`config.mk`:
```
export PLATFORM = sky130hd
export DESIGN_NAME = if_issue
export DESIGN_NICKNAME = d
export VERILOG_FILES = /design/src/rtl/if_issue.sv
export SDC_FILE = /design/constraint.sdc
export NUM_CORES = 1
export LEC_CHECK = 0
export CAP_MARGIN = 20
export CELL_PAD_IN_SITES_DETAIL_PLACEMENT = 0
export CELL_PAD_IN_SITES_GLOBAL_PLACEMENT = 1
export CORE_ASPECT_RATIO = 1.25
export CORE_MARGIN = 5
export CORE_UTILIZATION = 35
export CTS_CLUSTER_DIAMETER = 30
export DETAILED_ROUTE_END_ITERATION = 10
export PLACE_DENSITY_LB_ADDON = 0.1
export RECOVER_POWER = 100
export SLEW_MARGIN = 25
export SYNTH_ARGS = -nofsm -noshare
export SYNTH_HDL_FRONTEND = slang
export SYNTH_SLANG_ARGS = --single-unit
```
`constraint.sdc`:
```
create_clock -name i_clk -period 2.9 [get_ports i_clk]
set_input_delay 0.58 -clock i_clk [delete_from_list [all_inputs] [get_ports i_clk]]
set_output_delay 0.58 -clock i_clk [all_outputs]
set_load 0.05 [all_outputs]
```
`src/rtl/if_issue.sv`:
```
// Instruction fetch/issue front end: walks PC through a synchronous instruction memory,
// decodes each word and issues it to the pipe, inserting bubbles on RAW hazards or stall.
module if_issue #(
    parameter int unsigned AW        = 8,
    parameter int unsigned HAZ_DEPTH = 3
) (
    input  logic          i_clk,
    input  logic          i_rst_n,
    input  logic          i_go,
    input  logic          i_stall,
    output logic          o_imem_rd,
    output logic [AW-1:0] o_imem_addr,
    input  logic [31:0]   i_imem_data,
    output logic [2:0]    o_opcode,
    output logic [4:0]    o_rs1,
    output logic [4:0]    o_rs2,
    output logic [4:0]    o_rd,
    output logic [11:0]   o_imm,
    output logic          o_start,
    output logic [AW-1:0] o_pc,
    output logic          o_halted
);

    localparam logic [2:0] OpAdd  = 3'b001;
    localparam logic [2:0] OpMul  = 3'b010;
    localparam logic [2:0] OpAddi = 3'b011;
    localparam logic [2:0] OpHalt = 3'b111;

    typedef enum logic [1:0] {StIdle, StRun, StHalted} state_e;

    state_e                      r_state, w_state_d;
    logic [AW-1:0]               r_pc, w_pc_d;
    logic                        r_v, w_v_d;
    logic [HAZ_DEPTH-1:0][4:0]   r_win, w_win_d;
    logic [2:0]                  r_opcode;
    logic [4:0]                  r_rs1, r_rs2, r_rd;
    logic [11:0]                 r_imm;
    logic                        r_start;

    logic [2:0]  w_op;
    logic [4:0]  w_rs1, w_rs2, w_rd;
    logic [11:0] w_imm;
    logic        w_use_rs1, w_use_rs2, w_match;
    logic        w_run, w_hazard, w_hold, w_is_halt, w_rd_en, w_issue;
    logic        w_unused;

    assign w_imm    = i_imem_data[31:20];
    assign w_rs1    = i_imem_data[19:15];
    assign w_rs2    = i_imem_data[14:10];
    assign w_rd     = i_imem_data[9:5];
    assign w_op     = i_imem_data[2:0];
    assign w_unused = ^i_imem_data[4:3];

    // Only ADD/MUL/ADDI are real instructions; they are exactly the words reading Rs1.
    assign w_use_rs1 = (w_op == OpAdd) || (w_op == OpMul) || (w_op == OpAddi);
    assign w_use_rs2 = (w_op == OpAdd) || (w_op == OpMul);

    always_comb begin
        w_match = 1'b0;
        for (int i = 0; i < int'(HAZ_DEPTH); i++) begin
            if (r_win[i] != 5'd0 &&
                ((w_use_rs1 && r_win[i] == w_rs1) || (w_use_rs2 && r_win[i] == w_rs2))) begin
                w_match = 1'b1;
            end
        end
    end

    assign w_run     = (r_state == StRun);
    assign w_hazard  = r_v & w_match;
    assign w_hold    = i_stall | w_hazard;
    assign w_is_halt = r_v & (w_op == OpHalt);
    assign w_rd_en   = w_run & ~w_hold & ~w_is_halt;
    assign w_issue   = w_run & r_v & ~w_hold & w_use_rs1;

    always_comb begin
        w_state_d = r_state;
        w_pc_d    = r_pc;
        w_v_d     = r_v;
        w_win_d   = r_win;
        unique case (r_state)
            StIdle, StHalted: begin
                if (i_go) begin
                    w_state_d = StRun;
                    w_pc_d    = '0;
                    w_v_d     = 1'b0;
                    w_win_d   = '0;
                end
            end
            StRun: begin
                if (w_rd_en) begin
                    w_pc_d = r_pc + 1'b1;
                    w_v_d  = 1'b1;
                end else if (r_v && !w_hold) begin
                    w_v_d = 1'b0;
                end
                w_win_d[0] = w_issue ? w_rd : 5'd0;
                for (int i = 1; i < int'(HAZ_DEPTH); i++) begin
                    w_win_d[i] = r_win[i-1];
                end
                if (w_is_halt && !w_hold) begin
                    w_state_d = StHalted;
                end
            end
            default: w_state_d = StIdle;
        endcase
    end

    always_ff @(posedge i_clk or negedge i_rst_n) begin
        if (!i_rst_n) begin
            r_state  <= StIdle;
            r_pc     <= '0;
            r_v      <= 1'b0;
            r_win    <= '0;
            r_opcode <= 3'd0;
            r_rs1    <= 5'd0;
            r_rs2    <= 5'd0;
            r_rd     <= 5'd0;
            r_imm    <= 12'd0;
            r_start  <= 1'b0;
        end else begin
            r_state  <= w_state_d;
            r_pc     <= w_pc_d;
            r_v      <= w_v_d;
            r_win    <= w_win_d;
            r_opcode <= w_issue ? w_op  : 3'd0;
            r_rs1    <= w_issue ? w_rs1 : 5'd0;
            r_rs2    <= w_issue ? w_rs2 : 5'd0;
            r_rd     <= w_issue ? w_rd  : 5'd0;
            r_imm    <= w_issue ? w_imm : 12'd0;
            r_start  <= w_issue;
        end
    end

    assign o_imem_rd   = w_rd_en;
    assign o_imem_addr = r_pc;
    assign o_pc        = r_pc;
    assign o_opcode    = r_opcode;
    assign o_rs1       = r_rs1;
    assign o_rs2       = r_rs2;
    assign o_rd        = r_rd;
    assign o_imm       = r_imm;
    assign o_start     = r_start;
    assign o_halted    = (r_state == StHalted);

endmodule

```
== Word-level counts from Yosys, hierarchy flattened ==
Index checks and enable logic that the tools add are counted.
Storage, ports and cells
  word-level logic and storage cells: 86
  bits of input ports: 36
  output and inout port bits: 49
  bits in registers: 57
Operators by class
  eq/ne operators: 16
  multiplexer cells: 20
  reduce and logical (&&, ||, !) cells: 27
  bitwise logic cells: 10
  add/subtract/negate cells: 1
Operator list (count)
  $eq A5 B5 Y1: 6
  $pmux W15 S2: 1
  $mux W8: 2
  $pmux W8 S2: 1
  $mux W15: 1
  $mux W5: 3
  $reduce_bool A5 Y1: 3
  $mux W12: 1
  $logic_and A1 B1 Y1: 11
  $add A8 B1 Y8 const B: 1
  $and A1 B1 Y1: 7
  $eq A3 B2 Y1 const B: 2
  $mux W1: 6
  $reduce_and A3 Y1: 2
  $logic_or A1 B1 Y1: 5
  $mux W2: 2
  $ne A2 B2 Y1 const B: 2
  $pmux W2 S2: 1
  $reduce_and A2 Y1: 2
  $eq A3 B1 Y1 const B: 1
  $eq A3 B3 Y1 const B: 1
  $mux W3: 1
  $ne A3 B2 Y1 const B: 1
  $eq A2 B1 Y1 const B: 1
  other kinds (9): 10

== Logic depth before layout (Yosys ltp) ==
Gate-level depths: netlist of the first run.
  word-level depth: 16
  mapped depth: 8
  depth with buffers taken out: 7

== Least setup slack after synthesis of the first run ==
OpenSTA, ideal clock, no wires.
  path type: input to output
  start: in i_imem_data[1]
  end: out o_imem_rd
  arrival: 2.240 ns
  setup slack: 0.080 ns
  data required time: 2.320 ns
  stages: 8
  buffers on the path: 1
  cells stage by stage: o21bai_1 -> nor2_1 -> a22oi_1 -> o22ai_1 -> o21a_1 -> or3_1 -> clkbuf_1 -> inv_1
On the way
  cells in the longest elaborated chain, start to end: 14
  elaborated cells on any way between the ends: 28
  those cells by class: eq/ne: 4; mux: 3; bitwise: 7; reduce/logical: 14
Ends and longest elaborated chain
  start, declared: line 13  | input logic [31:0] i_imem_data,
  $eq A3 B1 Y1 or $eq A3 B2 Y1 (tied branches): line 55, 56
  $logic_or A1 B1 Y1: line 55, 56
  $logic_or A1 B1 Y1: line 55  | assign w_use_rs1 = (w_op == OpAdd) || (w_op == OpMul) || (w_op == OpAddi);
  $logic_and A1 B1 Y1: line 62  | ((w_use_rs1 && r_win[i] == w_rs1) || (w_use_rs2 && r_win[i] == w_rs2))) begin
  $logic_or A1 B1 Y1: line 62
  $logic_and A1 B1 Y1: line 61  | if (r_win[i] != 5'd0 &&
  $mux W1 (3 in a row): line 61
  $and A1 B1 Y1: line 69  | assign w_hazard = r_v & w_match;
  $or A1 B1 Y1: line 70  | assign w_hold = i_stall | w_hazard;
  $not A1 Y1: line 72  | assign w_rd_en = w_run & ~w_hold & ~w_is_halt;
  $and A1 B1 Y1: line 72
  $and A1 B1 Y1 *: line 72
  end, declared: line 11  | output logic o_imem_rd,
Every way passes the cells marked *; elsewhere a longest branch is shown, timed or not.

== Worst setup path in the final report of the first run ==
  start: reg r_win[12] (netlist name)
  end: out o_imem_rd
On the way
  cells in the longest elaborated chain, start to end: 10
  elaborated cells on any way between the ends: 13
  those cells by class: eq/ne: 2; mux: 1; bitwise: 5; reduce/logical: 5
Ends and longest elaborated chain
  start, declared: line 34  | logic [HAZ_DEPTH-1:0][4:0] r_win, w_win_d;
  start signal, assigned: line 124  | r_win <= w_win_d;
  $eq A5 B5 Y1: line 62
  $logic_and A1 B1 Y1: line 62
  $logic_or A1 B1 Y1: line 62
  $logic_and A1 B1 Y1 *: line 61
  $mux W1 *: line 61
  $and A1 B1 Y1 *: line 69
  $or A1 B1 Y1 *: line 70
  $not A1 Y1 *: line 72
  $and A1 B1 Y1 * (2 in a row): line 72
Marks and branches as above.

==> results of run 1 <==
[Yosys cell counts]
| cell type | instances | area [um^2] |
|---|---|---|
| or4_1 | 3 | 22.5 |
| conb_1 | 1 | 3.75 |
| nand2b_1 | 4 | 25.0 |
| buf_6 | 3 | 33.8 |
| nand4b_1 | 1 | 8.76 |
| nand4_1 | 2 | 12.5 |
| a22oi_1 | 2 | 15.0 |
| o22ai_1 | 1 | 6.26 |
| o311ai_0 | 1 | 8.76 |
| xnor2_1 | 6 | 52.6 |
| a31o_2 | 1 | 8.76 |
| mux2i_1 | 6 | 60.1 |
| nor4_1 | 6 | 37.5 |
| and3b_1 | 1 | 8.76 |
| and3_1 | 2 | 12.5 |
| o31ai_1 | 2 | 15.0 |
| xor2_1 | 25 | 219 |
| o21a_1 | 1 | 7.51 |
| nor2_1 | 7 | 26.3 |
| and2_1 | 29 | 181 |
| clkbuf_1 | 3 | 11.3 |
| o32ai_1 | 1 | 8.76 |
| ha_1 | 1 | 12.5 |
| nor2b_1 | 2 | 12.5 |
| or3_1 | 1 | 6.26 |
| nand2_1 | 9 | 33.8 |
| buf_1 | 1 | 3.75 |
| o21bai_1 | 1 | 7.51 |
| inv_1 | 5 | 18.8 |
| nor4_2 | 1 | 12.5 |
| dfrtp_1 | 57 | 1430 |
| a41oi_1 | 1 | 8.76 |
| buf_4 | 8 | 60.1 |
| o21ai_1 | 1 | 5.00 |
| a211o_1 | 1 | 8.76 |
| nor3b_4 | 1 | 18.8 |
| nand3_1 | 3 | 15.0 |
| or4_4 | 1 | 11.3 |
| nor3_1 | 3 | 15.0 |
| a22o_1 | 15 | 131 |
| a21oi_1 | 2 | 10.0 |
[metrics by stage]
step                hold slack [ns]  utilization (%)  area [um^2]  instances  power, W
CTS                           0.295             52.7         3860        426   0.00292
finish                        0.509             52.5         3840        429   0.00285
global placement              0.516             49.8         3640        405   0.00223
global route                  0.508             52.5         3840        429   0.00301
detailed placement            0.514             49.8         3640        405   0.00224
floorplan                     0.284                -         2600        222   0.00183
[worst max-delay path: cells and delay by family, from the launching register on]
| kind | cells | cell delay (ns) |
|---|---|---|
| AO/OA/AOI/OAI | 2 | 0.30 |
| flip-flops | 1 | 0.43 |
| buffers and inverters | 2 | 0.19 |
| AND/OR/NAND/NOR | 3 | 1.01 |
[layer usage]
layer / vias up / wire length (um)
met5: - / 0
met3: 14 / 420
met2: 70 / 3090
met4: 0 / 161
li1: 981 / -
met1: 1007 / 2850
[placed cells by master, fill, tap and decap left out, types with 2 or more instances in the layout]
master           Yosys  layout
xor2_1              25      25
nor2b_1              2       2
clkbuf_1             3       3
xnor2_1              6       6
and2_0               0       7
clkdlybuf4s15_1      0       2
a22o_1              15      15
and2_1              29      22
nor2_1               7       6
nand2_1              9       9
and3_1               2       2
dfrtp_2              0       6
clkdlybuf4s50_1      0      18
dlygate4sd3_1        0      49
clkinv_4             0       2
or4_1                3       3
clkbuf_2             0       3
a22oi_1              2       2
mux2i_1              6       6
clkinvlp_4           0       3
nand4_1              2       2
nor3_1               3       3
inv_1                5       4
nand3_1              3       3
dfrtp_1             57      51
o31ai_1              2       2
nor4_1               6       6
nand2b_1             4       4
clkbuf_8             0       9
buf_4                8      29
dlygate4sd2_1        0       9
[timing repair]
action                     CTS  global route
setup endpoints to repair    1             1
setup buffers                5             3
pin swaps                    4             6
resized for setup           23             9
hold buffers                 0             0
[flip-flops by register name (all words and copies together) (netlist names)]
register     cells
o_rs1            5
o_imem_addr      8
o_start          1
o_imm           12
r_v              1
r_win           15
o_opcode         3
r_state          2
o_rs2            5
o_rd             5
[worst paths after layout]
path	endpoint	from	slack, ns
worst max-delay path	o_imem_rd	r_win[12]$_DFFE_PN0P_	0.05
worst min-delay path	o_imem_addr[3]$_DFFE_PN0P_	o_imem_addr[3]$_DFFE_PN0P_	0.51
worst max register to register	r_win[3]$_DFFE_PN0P_	r_win[12]$_DFFE_PN0P_	0.27
worst min register to register	o_imem_addr[3]$_DFFE_PN0P_	o_imem_addr[3]$_DFFE_PN0P_	0.51
max in group asynchronous	r_win[12]$_DFFE_PN0P_	i_rst_n	0.78
min in group asynchronous	o_imm[1]$_DFF_PN0_	i_rst_n	0.61
[layout make-up]
| type | count | area share (%) |
|---|---|---|
| clock inverters | 6 | 1.17 |
| inverters | 5 | 0.554 |
| multi-input cells | 145 | 27.5 |
| flip-flops and latches | 57 | 37.3 |
| well taps | 92 | 3.00 |
| clock buffers | 10 | 3.32 |
| repair buffers | 114 | 27.1 |
[kinds of logic (layout without fill, tap and decap cells)]
family / count (synthesis) / after routing / synth area share [%]
simple gates: 76 / 76 / 17.7
xor+xnor: 31 / 31 / 10.4
fa+ha+maj: 1 / 1 / 0.480
other cells: 1 / 1 / 0.144
flops: 57 / 57 / 54.8
buf+inv: 20 / 135 / 4.90
mux: 6 / 6 / 2.31
compound gates: 30 / 30 / 9.27
[where the power goes]
part           internal (W)  leakage (nW)  total (W)  switching (W)
combinational      0.000438          1.12    0.00116       0.000720
sequential         0.000920         0.766    0.00104       0.000125
clock              0.000310        0.0785   0.000645       0.000334
total               0.00167          1.96    0.00285        0.00118
==> flow_summary.yaml, run 1 <==
worst_hold_path:
  hold_path.class: "reg2reg"
  holdPathStages: 1
floorplan:
  coreArea_um2: 7310
  dieArea_um2: 9270
  die_w_um: 87.1
  ios: 85
  dieHeight_um: 106
  initial_core_util_pct: 35.6
  core.rowCount: 35
cts:
  root_buffer: "clkbuf_8"
  cts.htree.levels: 3
  numCtsBuffers: 9
  cts_tree: "yes"
  clkTransAtPathRegs_ns: 0.07
  cts_max_path_buffers: 2
  cts.sinks: 57
  clkLatencyLatePin_ns: 0.34
yosys:
  synth-seq-area-share_pct: 54.8
  ys_ff_latch: 57
  syn_nets: 259
  postSynthCellCount: 222
  synth_cell_types: 41
  syn_area_um2: 2600
  syn_avg_cell_area_um2: 11.7
  ys.warnings.count: 0
detailed_routing:
  routed_wl_um: 6520
  dr.pass1.iters: 4
  dr.first_iter.drc_count: 62
  ant_nets: 0
  route.detailed.wl_per_inst_um: 15.2
  vias_per_cell: 4.83
  drcViolationCount: 0
  route.vias.total: 2072
layout:
  antenna_cells: 0
  nNetsFinal: 369
  multi_input_area_um2: 1060
  seq_area_um2: 1430
  nFillCells: 676
  area_growth_pct: 47.5
  drive_gt1_share_pct: 18.7
timing:
  fmax_ghz: 0.351
  setup_viol: 0
  layout_setup_ws_ns: 0.0508
  min_period_over_period_pct: 98.2
  period_needed_ns: 2.85
  hold_viol_final: 0
  tightest_slew_ns: 1.54
  grt_setup_unrepaired: "yes"
  slew_violations: 29
  tns_ns: 0
  clock_skew_ns: 0.0124
  maxSlewHeadroom_pct: -2.60
setup_path:
  end_kind: "output port"
  cp.arrival_ns: 2.27
  worst-setup-path-type: "reg2out"
  critPathLaunchType: "flop"
  slowest_delay_ns: 0.50
  crit_chain: "or4_1 > nor2_1 > o22ai_2 > o21a_1 > or3_4 > inv_4 > buf_12"
  critPathRequiredTime_ns: 2.32
  rr_worst_depth: 8
  critPathMaxFanout: 4
  slowest_stage: "or4_1"
run_status:
  violations: "capacitance limit, slew limit"
  status: "finished with violations"
power:
  ir_worst_vdd_v: 0.000568
  pwr_density_cell_nw_per_um2: 742
  total_leakage_power_nw: 1.96
global_route:
  grt_pass1_vias: 2111
  antenna_found_initial: 0
  grt-busiest-layer: "met2"
  grt_use_met1_pct: 19.2
  grt_use_met3_pct: 4.03
  grtUsageTotal_pct: 15.0
  grtUsageMet2_pct: 23.3
  grt_remaining_overflow: 0
  grt_max_degree: 36
  grt_pass1_wl_um: 10700
placement:
  hpwl_um: 4710
  finalWeightedCongestion: 0.830
  port_buffers: 82
  pre_cts_slack_ns: -0.305
flow_run:
  maxCapViolCount: 1
Note: power is estimated with default switching activity, not from simulation.
==> run 2: changes to the inputs <==
Settings changed: CORE_MARGIN 5 to 3, SLEW_MARGIN 25 to 20.
==> run 2 against run 1 <==
Effect of this change: the run still ends with capacitance limit, slew limit left; sequential share of layout area is 1.2 points lower; total power rose by 9.6%; global-route usage up 1.3 points; non-clock buffer count is 1 lower; clock skew decreased by 0.0037 ns; critical path depth unchanged; sequential power barely moved; first-iteration DRC count increased by 140%; register-to-register slack gained 0.14 ns.
==> flow_summary.yaml, run 2 (synthesis results as in run 1) <==
timing:
  fmax_ghz: 0.348
  tns_ns: 0
  layout_setup_ws_ns: 0.0292
  maxSlewHeadroom_pct: -49.3
  grt_setup_unrepaired: "yes"
  clock_skew_ns: 0.00872
  min_period_over_period_pct: 99.0
  hold_viol_final: 0
  setup_viol: 0
  period_needed_ns: 2.87
  tightest_slew_ns: 2.24
  slew_violations: 43
global_route:
  grt_pass1_wl_um: 10700
  grt_remaining_overflow: 0
  grt_max_degree: 43
  antenna_found_initial: 0
  grt_pass1_vias: 2103
  grtUsageTotal_pct: 16.3
setup_path:
  rrSetupSlack_ns: 0.41
  end_kind: "output port"
  regToRegEndpoint: "r_win[0]$_DFFE_PN0P_"
  rr_worst_depth: 8
  r2r_start: "r_win[2]$_DFFE_PN0P_"
  critPathRequiredTime_ns: 2.32
  critPathLaunchType: "flop"
  worst-setup-path-type: "reg2out"
  critPathMaxFanout: 4
  cp.arrival_ns: 2.29
cts:
  cts_max_path_buffers: 2
  cts_hold_buffers: 0
  clkTransAtPathRegs_ns: 0.06
  clkLatencyLatePin_ns: 0.34
  cts_tree: "yes"
  cts.htree.levels: 3
  cts.sinks: 57
  numCtsBuffers: 9
  root_buffer: "clkbuf_8"
worst_hold_path:
  whs_endpoint: "o_imem_addr[6]$_DFFE_PN0P_"
  holdPathStages: 1
  hp-start: "o_imem_addr[6]$_DFFE_PN0P_"
  hold_path.class: "reg2reg"
power:
  switchingPower_w: 0.00121
  pwr_density_cell_nw_per_um2: 788
  pwr-share-comb_pct: 40.7
  total_leakage_power_nw: 1.97
  internal_power_w: 0.00191
  p_clk_share_pct: 25.6
  share_seq_of_total_power_pct: 33.7
  ir_worst_vdd_v: 0.000525
  swShare_pct: 38.9
detailed_routing:
  dr.pass1.iters: 4
  dr.first_iter.drc_count: 147
  ant_nets: 0
  route.vias.total: 2131
  route.detailed.wl_per_inst_um: 15.7
  routed_wl_um: 6710
  drcViolationCount: 0
  vias_per_cell: 5.00
layout:
  layout_commonest_cell: "dfrtp_1"
  nNetsFinal: 368
  top_register: "r_win"
  nFillCells: 615
  layout_common_cells: "54 x dfrtp_1, 35 x clkdlybuf4s50_1, 32 x dlygate4sd3_1"
  largest_reg_flops: 15
  final_cells: 426
  area_growth_pct: 52.0
  antenna_cells: 0
  drive_gt1_share_pct: 21.1
placement:
  finalWeightedCongestion: 0.845
  port_buffers: 82
  hpwl_um: 4620
  pre_cts_slack_ns: -0.511
  dp.cells: 395
floorplan:
  die_w_um: 83.1
  core.rowCount: 34
  coreArea_um2: 7100
  dieHeight_um: 102
  ios: 85
  dieArea_um2: 8520
  initial_core_util_pct: 36.7
flow_run:
  maxCapViolCount: 1
run_status:
  violations: "capacitance limit, slew limit"
  status: "finished with violations"
## run 2: changes by cell type in the layout (fill, tap and decap cells not counted), moves of 4 or more
| cell | before | now |
|---|---|---|
| nor4_1 | 6 | 2 |
| dlygate4sd3_1 | 49 | 32 |
| dlygate4sd2_1 | 9 | 4 |
| and2_1 | 22 | 29 |
| and2_0 | 7 | 0 |
| clkdlybuf4s50_1 | 18 | 35 |
## run 2: cell type report
| class | count | area (um^2) | area share (%) |
|---|---|---|---|
| tap | 90 | 113 | 2.84 |
| clock inverter | 6 | 82.6 | 2.09 |
| timing repair buffer | 113 | 1030 | 25.9 |
| sequential | 57 | 1430 | 36.1 |
| clock buffer | 10 | 128 | 3.22 |
| inverter | 5 | 21.3 | 0.537 |
| multi-input combinational | 145 | 1160 | 29.2 |
## run 2: how the worst max path moves through the flow
stage,start,end
after floorplan,i_imem_data[1],o_imem_rd
after global placement,i_imem_data[10],r_win[2]$_DFFE_PN0P_
after detailed placement,i_imem_data[0],r_win[0]$_DFFE_PN0P_
after CTS,r_win[3]$_DFFE_PN0P_,o_imem_rd
after global routing,r_win[5]$_DFFE_PN0P_,o_imem_rd
final,r_win[5]$_DFFE_PN0P_,o_imem_rd
## run 2: routing by layer
layer	track usage (%)	vias up	share of wire, %
met3	5.00	20	6.1
met4	7.67	0	2.6
met5	0	-	0
met2	28.5	93	51
li1	-	976	-
met1	18.5	1042	40
## run 2: critical path: stages (launching register included)
cell,delay (ns)
dfrtp_2,0.44
or4_1,0.52
nor2_1,0.12
o22ai_2,0.11
o21a_1,0.21
or3_4,0.36
inv_4,0.07
buf_12,0.12
## run 2: power by group through the flow
stage | Clock [W] | Sequential, W | Combinational [W]
4_1_cts | 0.000820 | 0.00105 | 0.00122
3_5_place_dp | 0 | 0.00107 | 0.00114
3_3_place_gp | 0 | 0.00108 | 0.00114
6_report | 0.000798 | 0.00105 | 0.00127
2_1_floorplan | 0 | 0.00126 | 0.000571
5_1_grt | 0.000857 | 0.00107 | 0.00135
## run 2: timing repair
| item | in CTS | in global routing |
|---|---|---|
| setup endpoints to repair | 36 | 1 |
| gates resized for setup | 32 | 22 |
| cloned | 0 | 0 |
| buffers inserted | 10 | 4 |
| pin swaps | 4 | 14 |
## run 2: through the flow
stage / hold slack (ns) / total power [W] / util (%) / cell area [um^2]
global route: 0.553 / 0.00328 / 55.7 / 3960
detailed placement: 0.528 / 0.00222 / 50.0 / 3550
CTS: 0.408 / 0.00309 / 54.6 / 3880
global placement: 0.521 / 0.00222 / 50.0 / 3550
floorplan: 0.284 / 0.00183 / - / 2600
finish: 0.535 / 0.00312 / 55.7 / 3960
